===== config.mk =====
export PLATFORM = sky130hd
export DESIGN_NAME = traffic_light_monitor
export DESIGN_NICKNAME = d
export VERILOG_FILES = /design/src/rtl/traffic_light_monitor.sv
export SDC_FILE = /design/constraint.sdc
export NUM_CORES = 1
export LEC_CHECK = 0
export CAP_MARGIN = 20
export CORE_ASPECT_RATIO = 1.1
export CORE_UTILIZATION = 45
export DETAILED_ROUTE_END_ITERATION = 10
export GPL_ROUTABILITY_DRIVEN = 0
export PLACE_DENSITY = 0.68
export SLEW_MARGIN = 0
export SYNTH_ARGS = -nofsm -noshare
export SYNTH_HDL_FRONTEND = slang
export SYNTH_SLANG_ARGS = --single-unit

===== constraint.sdc =====
create_clock -name clk -period 2.6 [get_ports clk]
set_input_delay 0.26 -clock clk [delete_from_list [all_inputs] [get_ports clk]]
set_output_delay 0.26 -clock clk [all_outputs]
set_load 0.02 [all_outputs]

===== src/rtl/traffic_light_monitor.sv =====
// Passive safety monitor for a RED->GREEN->YELLOW traffic-light controller.
// Checks one-hot lights, phase order and exact enabled-cycle dwell per phase.
module traffic_light_monitor #(
    parameter int RED_CYCLES    = 8,
    parameter int GREEN_CYCLES  = 8,
    parameter int YELLOW_CYCLES = 3,
    parameter int CNT_W         = 8
) (
    input  logic             clk,
    input  logic             reset,
    input  logic             enable,
    input  logic             red,
    input  logic             yellow,
    input  logic             green,
    input  logic             clr_err,
    output logic [1:0]       phase,
    output logic             locked,
    output logic             err_pulse,
    output logic [3:0]       err_flags,
    output logic [2:0]       err_code,
    output logic [CNT_W-1:0] cycles_done
);

    typedef enum logic {
        ST_SYNC = 1'b0,
        ST_RUN  = 1'b1
    } state_t;

    typedef enum logic [1:0] {
        PH_NONE   = 2'd0,
        PH_RED    = 2'd1,
        PH_GREEN  = 2'd2,
        PH_YELLOW = 2'd3
    } phase_t;

    typedef enum logic [2:0] {
        EC_NONE        = 3'd0,
        EC_ONEHOT      = 3'd1,
        EC_HOLD        = 3'd2,
        EC_ORDER       = 3'd3,
        EC_DWELL_SHORT = 3'd4,
        EC_DWELL_LONG  = 3'd5
    } err_code_t;

    localparam logic [CNT_W-1:0] RED_LIM    = CNT_W'(RED_CYCLES);
    localparam logic [CNT_W-1:0] GREEN_LIM  = CNT_W'(GREEN_CYCLES);
    localparam logic [CNT_W-1:0] YELLOW_LIM = CNT_W'(YELLOW_CYCLES);
    localparam logic [CNT_W-1:0] CNT_MAX    = '1;
    localparam logic [CNT_W-1:0] CNT_ONE    = CNT_W'(1);

    state_t           state_q, state_n;
    phase_t           phase_q, phase_n;
    logic [CNT_W-1:0] dwell_q, dwell_n;
    logic             reported_q, reported_n;   // dwell_long already raised in this occurrence
    logic             phase_bad_q, phase_bad_n; // any violation during this occurrence

    phase_t           light_ph;
    logic             light_valid;
    logic             light_multi;
    logic [CNT_W-1:0] cur_lim;
    phase_t           succ_ph;
    logic [CNT_W-1:0] dwell_inc;
    err_code_t        viol;
    logic             cycle_inc;
    logic [3:0]       flags_n;
    logic [2:0]       code_n;

    // Light vector decode: exactly one lamp maps to a phase, anything else is PH_NONE.
    always_comb begin
        light_ph = PH_NONE;
        unique case ({red, yellow, green})
            3'b100:  light_ph = PH_RED;
            3'b001:  light_ph = PH_GREEN;
            3'b010:  light_ph = PH_YELLOW;
            default: light_ph = PH_NONE;
        endcase
    end

    assign light_valid = (light_ph != PH_NONE);
    assign light_multi = (red & yellow) | (red & green) | (yellow & green);

    always_comb begin
        cur_lim = '0;
        succ_ph = PH_NONE;
        unique case (phase_q)
            PH_RED: begin
                cur_lim = RED_LIM;
                succ_ph = PH_GREEN;
            end
            PH_GREEN: begin
                cur_lim = GREEN_LIM;
                succ_ph = PH_YELLOW;
            end
            PH_YELLOW: begin
                cur_lim = YELLOW_LIM;
                succ_ph = PH_RED;
            end
            default: begin
                cur_lim = '0;
                succ_ph = PH_NONE;
            end
        endcase
    end

    assign dwell_inc = (dwell_q == CNT_MAX) ? dwell_q : dwell_q + CNT_ONE;

    // Next-state and violation classification; priority onehot > hold > order > dwell.
    always_comb begin
        state_n     = state_q;
        phase_n     = phase_q;
        dwell_n     = dwell_q;
        reported_n  = reported_q;
        phase_bad_n = phase_bad_q;
        viol        = EC_NONE;
        cycle_inc   = 1'b0;

        unique case (state_q)
            ST_SYNC: begin
                if (light_ph == PH_RED) begin
                    state_n     = ST_RUN;
                    phase_n     = PH_RED;
                    dwell_n     = enable ? CNT_ONE : '0;
                    reported_n  = 1'b0;
                    phase_bad_n = 1'b0;
                end else if (light_multi) begin
                    viol = EC_ONEHOT;
                end
            end

            ST_RUN: begin
                if (!light_valid) begin
                    viol        = EC_ONEHOT;
                    state_n     = ST_SYNC;
                    phase_n     = PH_NONE;
                    dwell_n     = '0;
                    reported_n  = 1'b0;
                    phase_bad_n = 1'b0;
                end else if (light_ph == phase_q) begin
                    if (enable) begin
                        dwell_n = dwell_inc;
                        if ((dwell_inc > cur_lim) && !reported_q) begin
                            viol        = EC_DWELL_LONG;
                            reported_n  = 1'b1;
                            phase_bad_n = 1'b1;
                        end
                    end
                end else if (!enable) begin
                    viol        = EC_HOLD;
                    phase_n     = light_ph;
                    dwell_n     = '0;
                    reported_n  = 1'b0;
                    phase_bad_n = 1'b1;
                end else if (light_ph != succ_ph) begin
                    viol        = EC_ORDER;
                    phase_n     = light_ph;
                    dwell_n     = CNT_ONE;
                    reported_n  = 1'b0;
                    phase_bad_n = 1'b1;
                end else begin
                    // Legal successor: an early exit is dwell_short and also spoils the
                    // new occurrence, so a short YELLOW never counts as a finished cycle.
                    if (dwell_q < cur_lim) begin
                        viol = EC_DWELL_SHORT;
                    end
                    cycle_inc   = (phase_q == PH_YELLOW) && !phase_bad_q && (dwell_q >= cur_lim);
                    phase_n     = light_ph;
                    dwell_n     = CNT_ONE;
                    reported_n  = 1'b0;
                    phase_bad_n = (dwell_q < cur_lim);
                end
            end

            default: begin
                state_n = ST_SYNC;
                phase_n = PH_NONE;
            end
        endcase
    end

    // A violation on the same edge as clr_err survives the clear.
    always_comb begin
        flags_n = clr_err ? 4'b0000 : err_flags;
        code_n  = clr_err ? 3'd0 : err_code;
        if (viol != EC_NONE) begin
            code_n = viol;
            unique case (viol)
                EC_ONEHOT:      flags_n[0] = 1'b1;
                EC_HOLD:        flags_n[1] = 1'b1;
                EC_ORDER:       flags_n[2] = 1'b1;
                EC_DWELL_SHORT: flags_n[3] = 1'b1;
                EC_DWELL_LONG:  flags_n[3] = 1'b1;
                default:        flags_n    = flags_n;
            endcase
        end
    end

    always_ff @(posedge clk) begin
        if (reset) begin
            state_q     <= ST_SYNC;
            phase_q     <= PH_NONE;
            dwell_q     <= '0;
            reported_q  <= 1'b0;
            phase_bad_q <= 1'b0;
            locked      <= 1'b0;
            err_pulse   <= 1'b0;
            err_flags   <= 4'b0000;
            err_code    <= 3'd0;
            cycles_done <= '0;
        end else begin
            state_q     <= state_n;
            phase_q     <= phase_n;
            dwell_q     <= dwell_n;
            reported_q  <= reported_n;
            phase_bad_q <= phase_bad_n;
            locked      <= (state_n == ST_RUN);
            err_pulse   <= (viol != EC_NONE);
            err_flags   <= flags_n;
            err_code    <= code_n;
            cycles_done <= cycles_done + CNT_W'(cycle_inc);
        end
    end

    assign phase = phase_q;

endmodule


==> out/results.ini, run 1 <==
[floorplan]
initial_core_util=0.4706
core-area_um2=3994
dieArea_um2=4439
row_count=24
fp.dieH_um=69.78
ios=26
die_w_um=63.62

[grt]
grt_pass1_wl_um=8086
grt_pass1_vias=1840
grtUsageTotal=0.2312
grt_max_degree=19
gr-total-overflow=0
antenna_found_initial=0

[drt]
routed_wl_um=4865
route.detailed.drc=0
avgViaCountPerCell=5.527
drtIter0Drc=124
drtAntennaViolNets=0
vias=1929
drt-pass1-iter-count=4
wire_per_inst_um=13.94

[yosys]
synth_top_area_cell=dfxtp_1
synth_enable_flop_cells=0
ys_seq_area_frac=0.3089
ys_types=52
synth_top_cell_area_share=0.3089
postSynthNetCount=248
synth_area_um2=1879
async_reset_ff_frac=0
synth_area_leaders=dfxtp_1 31%, ha_1 7.3%, a21oi_1 6.1%
ys_ff_latch=29
synth_cells=230
synth-warning-count=0
synth-main-ff-cell=dfxtp_1
synth_area_per_cell_um2=8.171

[clock_tree]
clkTransAtPathRegs_ps=70
cts-root-buf=clkbuf_8
ctsLongestPathBuffers=2
cts_made_buffers=5
clock_sinks=29
clk_latency_ps=290
htree_levels=2
cts.hold.buffers_added=0
cts_tree=yes

[sta]
setup_viol=0
tightestPinTransition_ps=472.6
skew_ps=9.302
slew_headroom=0.6839
fin_crit_ps=2494
hold_viol=0
rsz0062_at_grt=true
slew_viol_final=0
final.period_utilization=0.9592
fmax_mhz=401.0
setup_tns_ps=0

[job]
cap_viol_max_count=0

[power_and_ir_drop]
power_w=0.001140
cellPowerDensity_nw_per_um2=422.6
p_leak_nw=1.062
peakVddDrop_uv=220.4

[setup_path]
cp.arrival_ps=2670
worstSetupEndpointType=flip-flop
reg2reg_from=phase[1]
crit_fanout=3
crit_required_ps=2770
worstSetupPathType=flip-flop to flip-flop
start_kind=flip-flop
ff2ff_setup_slack_ps=110
critPathLaunch=phase[1]

[layout]
fillCellCount=343
nets=314
post-route-util=0.6754
register_area_um2=590.6
multi_input_area_um2=1296
final_common_cell=buf_4
drive_gt1_frac=0.2828
antenna_cells=0
syn_to_final_growth_pct=43.54
mostFrequentLayoutCells=48 x buf_4, 25 x dfxtp_1, 25 x clkdlybuf4s50_1

[outcome]
status=complete, no violations

[hold_path]
hold_path.class=flip-flop to flip-flop
hold_start=err_flags[2]

[place]
port_buffers=25
dp_hpwl_um=3477

## where the power goes
group	switching (W)	internal [W]	leakage, nW
Sequential	0.00000613	0.000451	0.237
Clock	0.000182	0.000312	0.0585
Combinational	0.0000936	0.0000946	0.767
## path summary, 6_finish.rpt
check	end	depth (start not counted)
setup reg to reg	cycles_done[2]	12
hold reg to reg	err_flags[2]	2
hold / removal	err_flags[2]	2
setup / recovery	cycles_done[2]	12
## synth_stat cells, types with 4 or more instances
cell type / count
dfxtp_1: 29
a21oi_1: 23
nor2_1: 19
nand2_1: 12
ha_1: 11
nand2b_1: 10
nand3_1: 9
nor3_1: 9
buf_2: 6
clkbuf_1: 6
nor2b_1: 6
o21ai_0: 6
a211oi_1: 5
and3_1: 5
inv_1: 5
o21ai_1: 5
a31oi_1: 4
xnor2_1: 4
xor2_1: 4
## state kept, by name, summed over array words and instances, names as in the netlist, named ones only
signal,cells
err_flags,4
err_pulse,1
cycles_done,8
phase_bad_q,1
phase,2
err_code,3
reported_q,1
dwell_q,8
## metrics by stage
step           instance area [um2]  hold slack (ps)  setup slack, ps  instances
2_1_floorplan                 1883            432.3            7.832        230
3_3_place_gp                  2475            440.3           -78.05        339
3_5_place_dp                  2475            442.5           -130.2        339
4_1_cts                       2591            457.0            14.39        347
5_1_grt                       2698            482.7           -30.48        349
6_report                      2698            461.7            106.1        349
## cell families after synthesis
group | Yosys count | share of synthesized area
buffers and inverters | 19 | 0.04594
and+or+nand+nor | 93 | 0.2783
adders and majority gates | 11 | 0.07323
AOI/OAI and AO/OA | 67 | 0.2403
muxes | 3 | 0.01598
DFF | 29 | 0.3089
xor gates and xnor gates | 8 | 0.03728
## timing repair
| item | CTS | global route |
|---|---|---|
| pin swaps | 1 | 10 |
| gates resized for setup | 0 | 22 |
| setup endpoints to repair | 1 | 12 |
| buffers inserted | 0 | 2 |
## routing by layer
| metal | GRT usage | share of wire |
|---|---|---|
| met5 | 0 | 0 |
| met4 | 0.09343 | 0.014 |
| met3 | 0.05263 | 0.023 |
| met2 | 0.4007 | 0.52 |
| met1 | 0.2701 | 0.44 |
## critical path: stages, from the launching register on
cell and delay (ps):
dfxtp_4 360, ha_4 160, buf_4 130, or2_4 270, mux2i_4 200, a311oi_2 250
nor2_1 110, and4b_1 210, ha_2 180, ha_2 180, buf_4 140, xnor2_2 140
nor2_1 50
## cell type report
class,instances,share of cell area
flip-flops and latches,29,0.2189
inverters,5,0.006957
clock buffers,7,0.03200
clock inverters,1,0.01113
multi-input cells,182,0.4805
repair buffers,73,0.2263
well taps,52,0.02412
No activity file was read; power rests on OpenSTA's default activity.
==> run 2: changes to the inputs <==
--- a/config.mk
+++ b/config.mk
@@ -7,10 +7,10 @@
 export LEC_CHECK = 0
 export CAP_MARGIN = 20
 export CORE_ASPECT_RATIO = 1.1
-export CORE_UTILIZATION = 45
+export CORE_UTILIZATION = 35
 export DETAILED_ROUTE_END_ITERATION = 10
 export GPL_ROUTABILITY_DRIVEN = 0
-export PLACE_DENSITY = 0.68
+export PLACE_DENSITY = 0.53
 export SLEW_MARGIN = 0
 export SYNTH_ARGS = -nofsm -noshare
 export SYNTH_HDL_FRONTEND = slang
==> constraint.sdc (replaced) <==
create_clock -name clk -period 2.5 [get_ports clk]
set_input_delay 0.25 -clock clk [delete_from_list [all_inputs] [get_ports clk]]
set_output_delay 0.25 -clock clk [all_outputs]
set_load 0.02 [all_outputs]
==> run 2 against run 1 <==
Net effect:
- sequential power is 3% higher
- via count is 3.8% lower
- power shrank 0.17%
- first-iteration DRC count decreased by 56%
- critical path depth stayed put
- clock-buffer cell count up 1
- register-to-register slack worse by 30 ps
- final cell count is 5.2% higher
- clock skew is 3.2 ps lower
- fmax increased by 2.9%
- critical path type unchanged
==> out/results.ini, run 2 (synthesis gave the netlist of run 1 again) <==
[setup_path]
cp.arrival_ps=2590  ; -80 ps
crit_fanout=3  ; unchanged
critPathTopFamily=simple AND/OR/NAND/NOR gates
timing.rr.end=cycles_done[4]
start_kind=flip-flop
reg2reg_from=phase[1]
worstSetupPathType=flip-flop to flip-flop
max_stage_delay_ps=360  ; about the same
worstSetupEndpointType=flip-flop
crit_buf_inv=1  ; -1
crit_required_ps=2670  ; -100 ps
r2r_cells=12  ; unchanged
ff2ff_setup_slack_ps=80  ; -30 ps
crit_chain=buf_6 -> ha_4 -> or2_4 -> mux2i_2 -> a311oi_2 -> nor2_1 -> and4b_1 -> ha_2 -> ha_2 -> nand3_1 -> xor2_1 -> nor2_1
cpMaxStageDelayCell=dfxtp_4
critPathLaunch=phase[1]

[power_and_ir_drop]
sequentialPowerShare=0.417  ; +0.016
p_leak_nw=1.066  ; +0.30%
peakVddDrop_uv=203.8  ; -7.5%
pwr-share-comb=0.169  ; +0.004
p_clk_frac=0.414  ; -0.020
p_switching_w=0.0002884  ; +2.3%
power_w=0.001138  ; -0.17%
internal_power_w=0.0008497  ; -1.0%
switching_share=0.2534  ; +0.006206
cellPowerDensity_nw_per_um2=414.4  ; -1.9%

[sta]
final.period_utilization=0.9698  ; +0.01058
hold_viol=0  ; unchanged
fin_crit_ps=2424  ; -69.48 ps
rsz0062_at_grt=true
setup_viol=0  ; unchanged
tightestPinTransition_ps=450.3  ; -22.28 ps
slew_viol_final=0  ; unchanged
fmax_mhz=412.5  ; +2.9%
slew_headroom=0.6988  ; +0.01490
skew_ps=6.061  ; -3.241 ps

[grt]
gr-total-overflow=0  ; unchanged
antenna_found_initial=0  ; unchanged
grt_max_degree=21  ; +2
grtUsageTotal=0.1773  ; -0.05391
grt_pass1_wl_um=7886  ; -2.5%
grt_pass1_vias=1698  ; -7.7%

[clock_tree]
cts_tree=yes
ctsLongestPathBuffers=2  ; unchanged
cts_made_buffers=5  ; unchanged
clkTransAtPathRegs_ps=70  ; about the same
cts-root-buf=clkbuf_8
cts.hold.buffers_added=0  ; unchanged
clock_sinks=29  ; unchanged
clk_latency_ps=280  ; about the same
htree_levels=2  ; unchanged

[hold_path]
min_delay_path_depth=2  ; unchanged
hold_start=phase_bad_q
hold_path.class=flip-flop to flip-flop
hold_end=phase_bad_q

[layout]
top_regs=cycles_done: 8 flops, dwell_q: 8 flops, err_flags: 4 flops
syn_to_final_growth_pct=46.14
final_common_cell=buf_4
drive_gt1_frac=0.2949  ; +0.01209
postLayoutCellArea_um2=2746  ; +1.8%
multi_input_area_um2=1318  ; +1.6%
mostFrequentLayoutCells=43 x buf_4, 25 x dfxtp_1, 24 x clkdlybuf4s50_1
nets=312  ; -0.64%
fillCellCount=483  ; +41%
antenna_cells=0  ; unchanged
register_area_um2=590.6  ; unchanged

[floorplan]
dieArea_um2=5667  ; +28%
initial_core_util=0.3684  ; -0.1021
die_w_um=71.87  ; +13%
fp.dieH_um=78.86  ; +13%
core-area_um2=5101  ; +28%
row_count=27  ; +13%
ios=26  ; unchanged

[drt]
route.detailed.drc=0  ; unchanged
vias=1856  ; -3.8%
drt-pass1-iter-count=4  ; unchanged
dr_wl_met3_um=128  ; +13%
routed_wl_um=4781  ; -1.7%
m1WireLength_um=2286  ; +6.8%
drtIter0Drc=54  ; -56%
avgViaCountPerCell=5.057  ; -8.5%
wire_per_inst_um=13.03  ; -6.5%
drtAntennaViolNets=0  ; unchanged
top_layer_used=met4
wl_met2_um=2314  ; -9.0%

[place]
port_buffers=25  ; unchanged
dpl_cell_area_um2=2500  ; +1.0%
dp_hpwl_um=3506  ; +0.85%

[outcome]
status=complete, no violations

[job]
cap_viol_max_count=0  ; unchanged

## run 2: cell types whose count changed in the layout (fill, tap and decap cells not counted), sizes merged
cell and change:
clkbuf +1, bufinv -1, clkdlybuf4s50 -1, dlymetal6s2s +1
buf -2
## run 2: per-stage QoR
stage	setup slack (ps)	instances	hold slack, ps	TNS, ps	utilization
3_3_place_gp	-199.8	353	445.0	-1017	0.4901
4_1_cts	12.29	361	458.8	0	0.5126
3_5_place_dp	-235.4	353	448.9	-1172	0.4901
2_1_floorplan	18.86	230	428.5	0	-
5_1_grt	-64.03	367	476.0	-274.9	0.5384
6_report	75.56	367	455.2	0	0.5384
## run 2: tightest hold or removal path: stages, from the launching register on
cell and delay (ps):
dfxtp_1 310, nand2_1 50, a21oi_1 50
## run 2: area by class of cell
type	count	area share
inverters	5	0.006834
clock buffers	8	0.04055
multi-input cells	182	0.4797
well taps	72	0.03280
flip-flops and latches	29	0.2150
repair buffers	71	0.2251
## run 2: layer usage
layer,GRT usage,vias up
li1,-,968
met1,0.2197,853
met2,0.3047,29
met3,0.03807,6
met4,0.05490,0
met5,0,-
## run 2: how the worst max path moves through the flow
stage                          end  depth (start not counted)  slack [ps]
detailed placement  cycles_done[7]                         11        -240
global route        cycles_done[7]                         12         -60
global placement    cycles_done[7]                         11        -200
CTS                 cycles_done[4]                         13          10
floorplan           cycles_done[4]                         13          20
finish              cycles_done[4]                         12          80
## run 2: timing repair
action                                  4_1_cts  5_1_grt
buffers inserted                              0        6
gates resized for setup                       1       23
endpoints found under the setup margin        3       14
pin swaps                                     1       11
## run 2: power by group through the flow
stage	sequential (W)	clock, W	combinational (W)
2_1_floorplan	0.000494	0	0.000101
3_3_place_gp	0.000484	0	0.000186
3_5_place_dp	0.000485	0	0.000185
4_1_cts	0.000474	0.000488	0.000187
5_1_grt	0.000475	0.000510	0.000212
6_report	0.000474	0.000471	0.000193
